--- src/rtl/stopwatch_pkg.sv ---
// Shared types, constants and helpers for the stopwatch core.
// Optional feature macro: STOPWATCH_DEBOUNCE_EN (consumed in stopwatch_btn_cond).
package stopwatch_pkg;

    // Control FSM state (2-bit)
    typedef enum logic [1:0] {
        ST_IDLE  = 2'd0,
        ST_RUN   = 2'd1,
        ST_PAUSE = 2'd2,
        ST_LAP   = 2'd3
    } sw_state_t;

    localparam int unsigned BCD_DIGIT_W = 4;
    localparam logic [7:0]  BCD_MAX     = 8'h99;
    localparam logic [7:0]  BCD_ZERO    = 8'h00;

    // Two-digit BCD increment with 99 -> 00 wrap; never yields a non-BCD digit
    function automatic logic [7:0] bcd8_inc(input logic [7:0] value);
        logic [BCD_DIGIT_W-1:0] units;
        logic [BCD_DIGIT_W-1:0] tens;
        units = value[BCD_DIGIT_W-1:0];
        tens  = value[2*BCD_DIGIT_W-1:BCD_DIGIT_W];
        if (value == BCD_MAX) begin
            units = '0;
            tens  = '0;
        end else if (units >= BCD_DIGIT_W'(9)) begin
            units = '0;
            if (tens >= BCD_DIGIT_W'(9)) begin
                tens = '0;
            end else begin
                tens = tens + BCD_DIGIT_W'(1);
            end
        end else begin
            units = units + BCD_DIGIT_W'(1);
        end
        return {tens, units};
    endfunction

endpackage

--- src/rtl/stopwatch_btn_cond.sv ---
// Button conditioner: 2-FF synchroniser, optional debouncer, rising-edge
// detect producing a registered 1-cycle press pulse.
// Optional feature macro: STOPWATCH_DEBOUNCE_EN (adds the debouncer).
module stopwatch_btn_cond
    import stopwatch_pkg::*;
#(
    parameter int unsigned DEBOUNCE_CYCLES = 65536
) (
    input  logic clk,
    input  logic rst,
    input  logic btn,
    output logic press
);

    logic sync1;
    logic sync2;
    logic level;
    logic level_d;

    // Synchroniser; resets to "pressed" so a button held through reset
    // must be released before it can produce a press
    always_ff @(posedge clk or posedge rst) begin
        if (rst) begin
            sync1 <= 1'b1;
            sync2 <= 1'b1;
        end else begin
            sync1 <= btn;
            sync2 <= sync1;
        end
    end

`ifdef STOPWATCH_DEBOUNCE_EN
    localparam int unsigned CNT_W = $clog2(DEBOUNCE_CYCLES + 1);

    logic [CNT_W-1:0] stable_cnt;

    // Accept a new level only after DEBOUNCE_CYCLES consecutive differing samples
    always_ff @(posedge clk or posedge rst) begin
        if (rst) begin
            level      <= 1'b1;
            stable_cnt <= '0;
        end else if (sync2 == level) begin
            stable_cnt <= '0;
        end else if (stable_cnt == CNT_W'(DEBOUNCE_CYCLES - 1)) begin
            level      <= sync2;
            stable_cnt <= '0;
        end else begin
            stable_cnt <= stable_cnt + CNT_W'(1);
        end
    end
`else
    logic unused_debounce_cfg;

    assign level               = sync2;
    assign unused_debounce_cfg = ^DEBOUNCE_CYCLES;
`endif

    // Rising-edge detect on the accepted level, registered pulse
    always_ff @(posedge clk or posedge rst) begin
        if (rst) begin
            level_d <= 1'b1;
            press   <= 1'b0;
        end else begin
            level_d <= level;
            press   <= level & ~level_d;
        end
    end

endmodule

--- src/rtl/stopwatch_timer.sv ---
// Stopwatch control core: button conditioning, IDLE/RUN/PAUSE/LAP FSM,
// tick divider, 2-digit BCD counter, lap snapshot/hold and display register.
// Optional feature macro: STOPWATCH_DEBOUNCE_EN (button debouncers).
module stopwatch_timer
    import stopwatch_pkg::*;
#(
    parameter int unsigned TICK_DIV        = 800000,
    parameter int unsigned LAP_HOLD_TICKS  = 20,
    parameter int unsigned DEBOUNCE_CYCLES = 65536
) (
    input  logic       clk,
    input  logic       rst,
    input  logic       btn_start_stop,
    input  logic       btn_lap,
    input  logic       btn_clear,
    output logic [7:0] dout,
    output logic       running,
    output logic       lap_active
);

    localparam int unsigned DIV_W = $clog2(TICK_DIV);
    localparam int unsigned LAP_W = 5;

    sw_state_t        state;
    sw_state_t        state_nxt;
    logic [DIV_W-1:0] div_cnt;
    logic             counting;
    logic             tick;
    logic [7:0]       count;
    logic [7:0]       count_nxt;
    logic [7:0]       snap;
    logic [7:0]       snap_nxt;
    logic [LAP_W-1:0] lap_left;
    logic [LAP_W-1:0] lap_left_nxt;
    logic             ss_press;
    logic             lap_press;
    logic             clear_press;

    stopwatch_btn_cond #(.DEBOUNCE_CYCLES(DEBOUNCE_CYCLES)) u_btn_ss (
        .clk   (clk),
        .rst   (rst),
        .btn   (btn_start_stop),
        .press (ss_press)
    );

    stopwatch_btn_cond #(.DEBOUNCE_CYCLES(DEBOUNCE_CYCLES)) u_btn_lap (
        .clk   (clk),
        .rst   (rst),
        .btn   (btn_lap),
        .press (lap_press)
    );

    stopwatch_btn_cond #(.DEBOUNCE_CYCLES(DEBOUNCE_CYCLES)) u_btn_clear (
        .clk   (clk),
        .rst   (rst),
        .btn   (btn_clear),
        .press (clear_press)
    );

    assign counting   = (state == ST_RUN) || (state == ST_LAP);
    assign tick       = counting && (div_cnt == DIV_W'(TICK_DIV - 1));
    assign running    = counting;
    assign lap_active = (state == ST_LAP);

    // Tick divider: free-runs only while counting, held at zero otherwise
    always_ff @(posedge clk or posedge rst) begin
        if (rst) begin
            div_cnt <= '0;
        end else if (!counting || tick) begin
            div_cnt <= '0;
        end else begin
            div_cnt <= div_cnt + DIV_W'(1);
        end
    end

    // Next-state: clear overrides all; start_stop overrides lap; the count
    // advances on a tick independently of any state change in that cycle
    always_comb begin
        state_nxt    = state;
        count_nxt    = count;
        snap_nxt     = snap;
        lap_left_nxt = lap_left;
        if (clear_press) begin
            state_nxt    = ST_IDLE;
            count_nxt    = BCD_ZERO;
            lap_left_nxt = '0;
        end else begin
            if (tick) begin
                count_nxt = bcd8_inc(count);
            end
            case (state)
                ST_IDLE: begin
                    if (ss_press) begin
                        state_nxt = ST_RUN;
                    end
                end
                ST_RUN: begin
                    if (ss_press) begin
                        state_nxt = ST_PAUSE;
                    end else if (lap_press) begin
                        state_nxt    = ST_LAP;
                        snap_nxt     = count;
                        lap_left_nxt = LAP_W'(LAP_HOLD_TICKS);
                    end
                end
                ST_PAUSE: begin
                    if (ss_press) begin
                        state_nxt = ST_RUN;
                    end
                end
                ST_LAP: begin
                    if (ss_press) begin
                        state_nxt    = ST_PAUSE;
                        lap_left_nxt = '0;
                    end else if (lap_press) begin
                        snap_nxt     = count;
                        lap_left_nxt = LAP_W'(LAP_HOLD_TICKS);
                    end else if (tick) begin
                        lap_left_nxt = lap_left - LAP_W'(1);
                        if (lap_left == LAP_W'(1)) begin
                            state_nxt = ST_RUN;
                        end
                    end
                end
                default: begin
                    state_nxt = ST_IDLE;
                end
            endcase
        end
    end

    // FSM, counter, snapshot and lap-timer registers
    always_ff @(posedge clk or posedge rst) begin
        if (rst) begin
            state    <= ST_IDLE;
            count    <= BCD_ZERO;
            snap     <= BCD_ZERO;
            lap_left <= '0;
        end else begin
            state    <= state_nxt;
            count    <= count_nxt;
            snap     <= snap_nxt;
            lap_left <= lap_left_nxt;
        end
    end

    // Display register: snapshot during a lap hold, live count otherwise
    always_ff @(posedge clk or posedge rst) begin
        if (rst) begin
            dout <= BCD_ZERO;
        end else begin
            dout <= (state == ST_LAP) ? snap : count;
        end
    end

endmodule

--- config.mk ---
export PLATFORM = sky130hd
export DESIGN_NAME = stopwatch_timer
export DESIGN_NICKNAME = d
export VERILOG_FILES = /design/src/rtl/stopwatch_pkg.sv /design/src/rtl/stopwatch_btn_cond.sv /design/src/rtl/stopwatch_timer.sv
export SDC_FILE = /design/constraint.sdc
export NUM_CORES = 1
export LEC_CHECK = 0
export ABC_AREA = 1
export BUFFER_PORTS_ARGS = -buffer_cell sky130_fd_sc_hd__buf_2
export CAP_MARGIN = 10
export CORE_MARGIN = 3
export CORE_UTILIZATION = 35
export DETAILED_ROUTE_END_ITERATION = 6
export SYNTH_ARGS = -nofsm -noshare
export SYNTH_HDL_FRONTEND = slang
export SYNTH_SLANG_ARGS = --single-unit
export TNS_END_PERCENT = 100
--- constraint.sdc ---
create_clock -name clk -period 4.02 [get_ports clk]
set_clock_uncertainty 0.1 [all_clocks]
set_input_delay 0.804 -clock clk [delete_from_list [all_inputs] [get_ports clk]]
set_output_delay 0.804 -clock clk [all_outputs]
set_load 0.005 [all_outputs]
* Yosys cells after proc, flatten, opt, wreduce, memory -nomap -nowiden
Index checks and enable logic that the tools add are counted.
** Word-level totals
- Word-level logic and storage cells :: 86
- Output and inout port bits :: 10
- Register bits after elaboration :: 63
- Input bits :: 5
** Operators by class
- Eq/ne operators :: 14
- Add/subtract/negate cells :: 4
- Reduce and logical (&&, ||, !) cells :: 14
- Mux-type cells :: 25
- Bitwise logic cells :: 8
- Magnitude comparators :: 2
** Operators with widths (number)
- $mux W5 :: 6
- $mux W8 :: 3
- $add A20 B1 Y20 const B :: 1
- $eq A20 B20 Y1 const B :: 1
- $mux W20 :: 1
- $mux W4 :: 5
- $mux W2 :: 8
- $ne A4 B1 Y1 const B :: 3
- $pmux W5 S2 :: 1
- $add A4 B1 Y4 const B :: 2
- $eq A8 B8 Y1 const B :: 1
- $ge A4 B4 Y1 const B :: 2
- $reduce_and A4 Y1 :: 2
- $ne A3 B1 Y1 const B :: 2
- $pmux W2 S3 :: 1
- $reduce_bool A3 Y1 :: 2
- $eq A5 B1 Y1 const B :: 1
- $ne A5 B1 Y1 const B :: 1
- $not A1 Y1 :: 5
- $reduce_and A5 Y1 :: 1
- $sub A5 B1 Y5 const B :: 1
- $eq A2 B2 Y1 const B :: 2
- $ne A4 B3 Y1 const B :: 1
- $reduce_or A2 Y1 :: 2
- other kinds (9) :: 12

* Longest topological paths before layout
Gate-level depths: netlist (run 1).
- Depth after elaboration :: 8
- Depth in mapped cells :: 10
- Mapped depth without buffers :: 10

* Cells and area by module
Synthesis (run 1) repeated with hierarchy kept, for this count alone.
** Unflattened totals
- Cells, all modules :: 380
- Area total of the unflattened synthesis :: 3220.6 µm²
** By module, submodules not included
- stopwatch_timer :: area each 2867.8 µm², times used 1, cells each 359, seq. area each 1276.2 µm²
- stopwatch_btn_cond :: area each 117.6 µm², times used 3, cells each 7, seq. area each 103.8 µm²

* Worst setup path before layout (run 1)
Ideal clock, no wire load.
- Kind :: flip-flop to output port
- From :: reg state[1]
- To :: out lap_active
- Cell stages (with the launch flop) :: 4
- Arrival time :: 0.925 ns
- Data required time :: 3.116 ns
- Path buffers :: 1
- Path slack :: 2.191 ns
- Path through :: dfrtp_1 > nand2_1 > clkinv_1 > clkbuf_1
** Between the ends
- Cells in the longest elaborated chain, start to end :: 1
** Ends and longest elaborated chain
- start, declared :: line stopwatch_timer.sv:24 : sw_state_t state;
- start signal, assigned :: line stopwatch_timer.sv:140 : state <= state_nxt;
- $eq A2 B2 Y1 :: line stopwatch_timer.sv:63 : assign lap_active = (state == ST_LAP);
- end, declared :: line stopwatch_timer.sv:18 : output logic lap_active
Every way passes these cells.

* Worst setup path in the final report (run 1)
- From :: reg state[0]
- To :: out lap_active
The elaborated chain is that of the path after synthesis.

==> results of run 1 <==
[cell usage after synthesis, types with 2 or more instances]
cell type	number	share of area
a21oi_1	8	0.013
buf_2	2	0.0032
clkbuf_1	3	0.0036
dfrtp_1	54	0.43
dfstp_2	9	0.075
ha_1	9	0.036
inv_1	46	0.055
nand2_1	96	0.11
nand2_2	2	0.0040
nand2_4	4	0.014
nand3_1	17	0.027
nand3_2	2	0.0064
nand4_1	11	0.022
nor2_1	50	0.060
nor3_1	16	0.026
nor3b_1	2	0.0048
o21ai_0	18	0.029
o21ai_1	4	0.0064
o21ai_2	4	0.011
xor2_1	7	0.020
[per-stage QoR]
step / worst slack (ns) / area (sq um) / utilization / cells / total power [uW]
final: 1.304 / 3483 / 0.4115 / 508 / 1771
after detailed placement: 1.684 / 3311 / 0.3911 / 492 / 1305
after global routing: 1.134 / 3483 / 0.4115 / 508 / 1924
after floorplan: 1.561 / 3134 / - / 378 / 1187
after CTS: 1.293 / 3483 / 0.4115 / 508 / 1798
after global placement: 1.724 / 3311 / 0.3911 / 492 / 1297
[per-layer routing]
metal	GRT usage	vias to the layer above
met1	0.1880	1147
met5	0	-
met3	0.03253	6
met2	0.1975	36
li1	-	1240
met4	0.05596	0
[worst max-delay path by stage]
| stage | from | to | cells after the start |
|---|---|---|---|
| 5_1_grt | state[0]$_DFFE_PP0P_ | lap_active | 3 |
| 6_report | state[0]$_DFFE_PP0P_ | lap_active | 3 |
| 3_3_place_gp | state[0]$_DFFE_PP0P_ | lap_active | 3 |
| 4_1_cts | state[0]$_DFFE_PP0P_ | lap_active | 3 |
| 2_1_floorplan | rst | count[0]$_DFFE_PP0P_ | 1 |
| 3_5_place_dp | state[0]$_DFFE_PP0P_ | lap_active | 3 |
[sequential cells by signal, summed over array words and instances (netlist names), 2 cells and up]
register / cells
div_cnt: 20
count: 8
dout: 8
snap: 8
lap_left: 5
state: 2
[placed cells by master (no fill, tap or decap), types with 2 or more instances in the layout]
cell	n
a21oi_1	8
o21ai_2	4
nand4_1	11
dfrtp_1	54
nand3_1	17
inv_2	2
xor2_1	7
clkinv_2	2
nor3_1	16
inv_1	45
clkinvlp_4	4
dfstp_2	9
nand3_2	2
nor3b_1	2
nand2_1	96
o21ai_1	4
nand2_2	2
nor2_1	50
nand2_4	4
o21ai_0	18
clkbuf_8	9
buf_2	14
ha_1	9
[critical path: stages, from the launching register on]
cell and delay, ns:
dfrtp_1 0.54, nand2_1 0.25, clkinv_1 0.42, buf_2 0.28
[report_power, final]
part           internal [uW]  switching, uW  leakage (uW)
sequential               754            101      0.000819
clock                    223            258     0.0000776
combinational            167            268      0.000711
total                   1140            627       0.00161
[area by class of cell]
cell class / instances / area [sq um] / area share
clock inverter: 7 / 48.80 / 0.01401
tap: 105 / 131.4 / 0.03772
timing repair buffer: 15 / 77.57 / 0.02227
clock buffer: 9 / 123.9 / 0.03556
inverter: 48 / 180.2 / 0.05172
sequential: 63 / 1588 / 0.4558
multi-input combinational: 261 / 1334 / 0.3829
[cells by family (layout without fill, tap and decap cells)]
logic type	count (synthesis)	count (layout)
AO/OA/AOI/OAI	38	38
flip-flops	63	63
AND/OR/NAND/NOR	206	206
XOR/XNOR	8	8
buffers and inverters	54	79
adder cells (fa/ha/maj)	9	9
==> results.json, run 1 <==
{
  "pin_count": 15,
  "grt-ovfl-total": 0,
  "met2WireLength_microns": 2655,
  "layout.nets": 412,
  "power_leakage_uw": 0.001607,
  "synth_async_sr_flop_share": 1.000,
  "yosys.cell_types.count": 34,
  "synthesis.nets": 392,
  "fin_tns_setup_ns": 0,
  "required_ns": 3.12,
  "muxShareOfSynthArea": 0,
  "synthXorXnorAreaFrac": 0.02236,
  "dieArea_sq_um": 10130,
  "cts_num_sinks": 63,
  "num_antenna_cells": 0,
  "globalRouteTotalUtil": 0.1340,
  "hold_depth": 0,
  "timing.final.crit_share": 0.6756,
  "drv_slew": 0,
  "areaGrowthSynthToFinish_pct": 11.14,
  "drc": 0,
  "end_kind": "output port",
  "fmax_ghz": 0.3682,
  "clockBufferDepth": 2,
  "firstDrtPassIters": 4,
  "grt_setup_unrepaired": "false",
  "rows": 33,
  "setup-violations-final": 0,
  "worst_slew_pin_slew_ns": 0.9301,
  "finalHoldViolCount": 0,
  "synthCells": 378,
  "layout-drive-gt1-share": 0.1489,
  "die_h_microns": 100.6,
  "r2r_end": "lap_left[3]$_DFFE_PP0P_",
  "dieWidth_microns": 100.6,
  "clock_latency_ns": 0.34,
  "synth_simple_gate_area_share": 0.2994,
  "r2r_cells": 8,
  "cp_data_arrival_time_ns": 1.81,
  "yosysWarnings": 0,
  "cp-start-kind": "flop",
  "grt_max_degree": 47,
  "timing.rr.start": "state[0]$_DFFE_PP0P_",
  "start_util": 0.3703,
  "n_fill_cell": 840,
  "status": "finished, final reports clean",
  "path_class": "reg -> out",
  "hp-start": "u_btn_clear.sync1$_DFF_PP1_",
  "dr_wl_met3_microns": 209,
  "hold_ws_ns": 0.2570,
  "max_slew_margin": 0.3790,
  "drt_iter0_drc": 111,
  "power.density_nw_per_um2": 508.5,
  "antenna_found_initial": 0,
  "ant_nets": 0,
  "synth_ff_type": "dfrtp_1",
  "cts.clk_slew.worst_paths_ns": 0.07,
  "grt_pass1_wl_microns": 10900,
  "cts_setup_buffers": 0,
  "maxUsedRoutingLayer": "met4",
  "grt_pass1_vias": 2302,
  "path_max_fanout": 19,
  "wl_microns": 6029,
  "dpl.hpwl_microns": 4326,
  "synthAdderAreaFrac": 0.03593,
  "synth_edf_count": 0,
  "cts_tree": "yes",
  "via_per_inst": 4.781,
  "fin_crit_ns": 2.716,
  "min_path_type": "reg -> reg",
  "max_cap_viol_count": 0,
  "route.vias.total": 2429,
  "port_buffers": 14,
  "peakVddDrop_mv": 0.2659,
  "m1WireLength_microns": 3086,
  "r2r_setup_slack_ns": 2.01,
  "ys_seq_elements": 63,
  "synth-seq-area-share": 0.5066,
  "cts-buffers-inserted": 9,
  "core_region_area_sq_um": 8464,
  "synth_compound_area_frac": 0.06786,
  "cts_resized": 0,
  "synth_top_family_by_area": "simple AND/OR/NAND/NOR gates",
  "cts_htree_levels": 3,
  "netlist_area_sq_um": 3134,
  "wire_per_inst_microns": 11.87,
  "min_to": "u_btn_clear.level$_DFF_PP1_",
  "root_buffer": "clkbuf_8",
  "gp_congestion": 0.8548,
  "postCtsHoldBufs": 0,
  "synth.avg_cell_area_sq_um": 8.292
}
Power figures use the tool's default switching activity.
==> run 2, diff against run 1 <==
==> constraint.sdc (replaced) <==
create_clock -name clk -period 2.4 [get_ports clk]
set_clock_uncertainty 0.1 [all_clocks]
set_input_delay 0.48 -clock clk [delete_from_list [all_inputs] [get_ports clk]]
set_output_delay 0.48 -clock clk [all_outputs]
set_load 0.005 [all_outputs]
==> run 2 against run 1 <==
- hold slack got worse by 0.15 ns
- clock power increased by 120%
- critical endpoint unchanged
- sequential cell count unchanged
==> results.json, run 2 (synthesized netlist as in run 1, its figures left out) <==
{
  "route.vias.total": 2452,
  "fin_crit_ns": 2.114,
  "layout.nets": 415,
  "cts_setup_buffers": 0,
  "required_ns": 1.82,
  "cts_htree_levels": 3,
  "cts_resized": 0,
  "path_max_fanout": 12,
  "power_leakage_uw": 0.001659,
  "postPlaceCellArea_sq_um": 3346,
  "areaGrowthSynthToFinish_pct": 13.97,
  "fin_tns_setup_ns": 0,
  "r2r_setup_slack_ns": 0.61,
  "cts_tree": "yes",
  "met2_usage": 0.1980,
  "final_cells": 511,
  "num_antenna_cells": 0,
  "power.switching_uw": 1043,
  "r2r_end": "lap_left[3]$_DFFE_PP0P_",
  "die_h_microns": 100.6,
  "clockBufferDepth": 2,
  "final_cell_mix": "96 x nand2_1, 54 x dfrtp_1, 50 x nor2_1, 45 x inv_1, 18 x o21ai_0",
  "cp_data_arrival_time_ns": 1.53,
  "min_path_type": "in -> async",
  "top_usage_layer": "met2",
  "firstDrtPassIters": 4,
  "grt_max_degree": 37,
  "wl_microns": 6210,
  "fin_util": 0.4220,
  "grt_pass1_vias": 2358,
  "dieArea_sq_um": 10130,
  "largest_register_ffs": 20,
  "cts_num_sinks": 63,
  "timing.final.crit_share": 0.8809,
  "cts.clk_slew.worst_paths_ns": 0.07,
  "pin_count": 15,
  "drv_slew": 0,
  "swShare": 0.3215,
  "cts-buffers-inserted": 9,
  "grt_pass1_wl_microns": 10730,
  "max_slew_margin": 0.5958,
  "end_kind": "output port",
  "gp_congestion": 0.8700,
  "grt-ovfl-total": 0,
  "power_frac_clock": 0.322,
  "antenna_found_initial": 0,
  "layout-drive-gt1-share": 0.1502,
  "dieWidth_microns": 100.6,
  "rows": 33,
  "peakVddDrop_mv": 0.4497,
  "ant_nets": 0,
  "setup-violations-final": 0,
  "root_buffer": "clkbuf_8",
  "use_met1": 0.1823,
  "port_buffers": 14,
  "postLayoutCellArea_sq_um": 3572,
  "finalHoldViolCount": 0,
  "power_frac_comb": 0.233,
  "dpl.hpwl_microns": 4346,
  "regMostFlops": "div_cnt",
  "timing.rr.start": "state[0]$_DFFE_PP0P_",
  "postCtsHoldBufs": 0,
  "p_int_uw": 2201,
  "met3_usage": 0.03599,
  "drt_iter0_drc": 212,
  "p_seq_frac": 0.445,
  "wire_per_inst_microns": 12.15,
  "dp.cells": 495,
  "via_per_inst": 4.798,
  "worst_slew_pin_slew_ns": 0.6054,
  "drc": 0,
  "path_class": "reg -> out",
  "globalRouteTotalUtil": 0.1333,
  "start_util": 0.3703,
  "status": "finished, final reports clean",
  "r2r_cells": 7,
  "layout_commonest_cell": "nand2_1",
  "power.density_nw_per_um2": 907.9,
  "max_cap_viol_count": 0,
  "cp-start-kind": "flop",
  "grt_setup_unrepaired": "false",
  "core_region_area_sq_um": 8464,
  "fmax_ghz": 0.4730,
  "clock_latency_ns": 0.34
}
run 2: metal layers:
metal	up-vias	wire length, microns
met5	-	0
met1	1146	3111
met4	0	99
met3	7	246
li1	1247	-
met2	52	2753
run 2: cell type report:
class / count / area [sq um]
inverter: 48 / 180.2
clock buffer: 13 / 158.9
tap: 105 / 131.4
multi-input combinational: 261 / 1334
timing repair buffer: 18 / 112.6
clock inverter: 3 / 67.56
sequential: 63 / 1588
fill: 836 / 4892
run 2: power by group through the flow:
stage	clock, uW	combinational, uW	sequential [uW]
final	1040	755	1440
after global routing	1120	886	1470
after CTS	1060	765	1440
after detailed placement	0	760	1450
after global placement	0	744	1450
after floorplan	0	582	1410
run 2: worst max-delay path, stage by stage (launching register included):
cell      delay [ns]
dfrtp_1         0.64
nand2_1         0.26
clkinv_1        0.16
buf_2           0.14
run 2: how the worst max path moves through the flow:
| stage | from | end | slack (ns) |
|---|---|---|---|
| detailed placement | state[0]$_DFFE_PP0P_ | lap_left[3]$_DFFE_PP0P_ | 0.61 |
| global placement | state[0]$_DFFE_PP0P_ | lap_left[3]$_DFFE_PP0P_ | 0.62 |
| finish | state[0]$_DFFE_PP0P_ | lap_active | 0.29 |
| floorplan | rst | count[0]$_DFFE_PP0P_ | 0.27 |
| global route | state[0]$_DFFE_PP0P_ | lap_active | 0.18 |
| CTS | state[0]$_DFFE_PP0P_ | lap_active | 0.27 |
run 2: per-stage QoR:
stage	total power [uW]	hold slack, ns	setup slack [ns]
after CTS	3271	0.1210	0.2693
after detailed placement	2209	0.2472	0.6144
after global placement	2191	0.2452	0.6220
after global routing	3473	0.1113	0.1806
final	3243	0.1107	0.2857
after floorplan	1989	0.2452	0.2651
==> run 3, diff against run 2 <==
--- a/config.mk
+++ b/config.mk
@@ -11,6 +11,7 @@
 export CORE_MARGIN = 3
 export CORE_UTILIZATION = 35
 export DETAILED_ROUTE_END_ITERATION = 6
+export HOLD_SLACK_MARGIN = 0.12
 export SYNTH_ARGS = -nofsm -noshare
 export SYNTH_HDL_FRONTEND = slang
 export SYNTH_SLANG_ARGS = --single-unit
==> run 3 against run 2 <==
- combinational power is essentially flat
- design area grew 0.56%
- first-iteration DRC count shrank 31%
- core utilization grew 0.24 points
- total power grew 0.11%
- via count is the same
- die area is the same
- final cell count grew 0.39%
- sequential cell count is the same
- critical endpoint unchanged
- largest cell class unchanged
==> results.json, run 3 (synthesized netlist as in run 1, its figures left out) <==
{
  "root_buffer": "clkbuf_8",
  "largest_register_ffs": 20,
  "layout_commonest_cell": "nand2_1",
  "r2r_end": "lap_left[3]$_DFFE_PP0P_",
  "regMostFlops": "div_cnt",
  "fin_util": 0.4244,
  "antenna_found_initial": 0,
  "grt_max_degree": 37,
  "start_util": 0.3703,
  "cts.clk_slew.worst_paths_ns": 0.07,
  "port_buffers": 14,
  "drc": 0,
  "required_ns": 1.82,
  "m1WireLength_microns": 3150,
  "hold_ws_ns": 0.1105,
  "clockBufferDepth": 2,
  "power.density_nw_per_um2": 903.9,
  "grt_pass1_wl_microns": 10730,
  "gp_congestion": 0.8700,
  "areaGrowthSynthToFinish_pct": 14.61,
  "cts_num_sinks": 63,
  "dp.cells": 495,
  "dieWidth_microns": 100.6,
  "cts-buffers-inserted": 9,
  "globalRouteTotalUtil": 0.1333,
  "path_max_fanout": 12,
  "r2r_cells": 7,
  "cts_tree": "yes",
  "wl_microns": 6196,
  "cts_setup_buffers": 0,
  "power_leakage_uw": 0.001667,
  "cp_data_arrival_time_ns": 1.53,
  "route.vias.total": 2452,
  "dieArea_sq_um": 10130,
  "ant_nets": 0,
  "maxUsedRoutingLayer": "met4",
  "fmax_ghz": 0.4732,
  "rows": 33,
  "pin_count": 15,
  "wire_per_inst_microns": 12.08,
  "met2WireLength_microns": 2696,
  "dpl.hpwl_microns": 4346,
  "cts_resized": 0,
  "final_cells": 513,
  "n_fill_cell": 834,
  "finalPower_uw": 3247,
  "die_h_microns": 100.6,
  "status": "finished, final reports clean",
  "timing.final.crit_share": 0.8806,
  "fin_tns_setup_ns": 0,
  "layout.nets": 417,
  "peakVddDrop_mv": 0.4495,
  "fin_crit_ns": 2.113,
  "drt_iter0_drc": 147,
  "max_cap_viol_count": 0,
  "grt_setup_unrepaired": "false",
  "grt_pass1_vias": 2358,
  "setup-violations-final": 0,
  "min_path_type": "in -> async",
  "r2r_setup_slack_ns": 0.61,
  "cts_htree_levels": 3,
  "grt-ovfl-total": 0,
  "final_cell_mix": "96 x nand2_1, 54 x dfrtp_1, 50 x nor2_1, 45 x inv_1, 18 x o21ai_0",
  "finalHoldViolCount": 0,
  "clock_latency_ns": 0.34,
  "path_class": "reg -> out",
  "drv_slew": 0,
  "cp-start-kind": "flop",
  "seq_area_sq_um": 1588,
  "timing.rr.start": "state[0]$_DFFE_PP0P_",
  "core_region_area_sq_um": 8464,
  "num_antenna_cells": 0,
  "max_slew_margin": 0.5959,
  "worst_slew_pin_slew_ns": 0.6052,
  "end_kind": "output port",
  "dr_wl_met3_microns": 243,
  "multi_input_area_sq_um": 1334,
  "via_per_inst": 4.780,
  "layout-drive-gt1-share": 0.1495,
  "firstDrtPassIters": 4
}
## run 3: cell count changes in the layout (fill, tap and decap cells not counted), sizes merged
cell         before  now
dlygate4sd3       0    2
## run 3: metal layers
layer  vias up  global-route usage
li1       1252                   -
met1      1146              0.1823
met2        44              0.1980
met3        10             0.03599
met4         0             0.05803
met5         -                   0
## run 3: worst max-delay path: stages (launching register included)
cell and delay, ns:
dfrtp_1 0.64, nand2_1 0.26, clkinv_1 0.16, buf_2 0.14
## run 3: what timing repair did
action	CTS	global route
hold buffers	0	2
hold endpoints to repair	0	2
endpoints found under the setup margin	0	0
## run 3: worst max path at each step
stage	start	end	slack [ns]	cells past startpoint
after floorplan	rst	count[0]$_DFFE_PP0P_	0.27	1
after global placement	state[0]$_DFFE_PP0P_	lap_left[3]$_DFFE_PP0P_	0.62	7
after detailed placement	state[0]$_DFFE_PP0P_	lap_left[3]$_DFFE_PP0P_	0.61	7
after CTS	state[0]$_DFFE_PP0P_	lap_active	0.27	3
after global routing	state[0]$_DFFE_PP0P_	lap_active	0.18	3
final	state[0]$_DFFE_PP0P_	lap_active	0.29	3
## run 3: area by class of cell
cell class,count,area share
flip-flops and latches,63,0.4420
clock inverters,3,0.01881
inverters,48,0.05016
well taps,105,0.03657
multi-input cells,261,0.3713
clock buffers,13,0.04424
repair buffers,20,0.03692
## run 3: through the flow
stage / worst slack [ns] / cell area, sq um
3_3_place_gp: 0.6220 / 3346
3_5_place_dp: 0.6144 / 3346
2_1_floorplan: 0.2651 / 3134
4_1_cts: 0.2693 / 3572
5_1_grt: 0.1806 / 3592
6_report: 0.2866 / 3592
## run 3: power by group
group	switching [uW]	total, uW	internal (uW)	leakage [uW]
Combinational	461	757	296	0.000738
Sequential	181	1440	1260	0.000819
Clock	402	1050	643	0.000110
Total	1040	3250	2200	0.00167
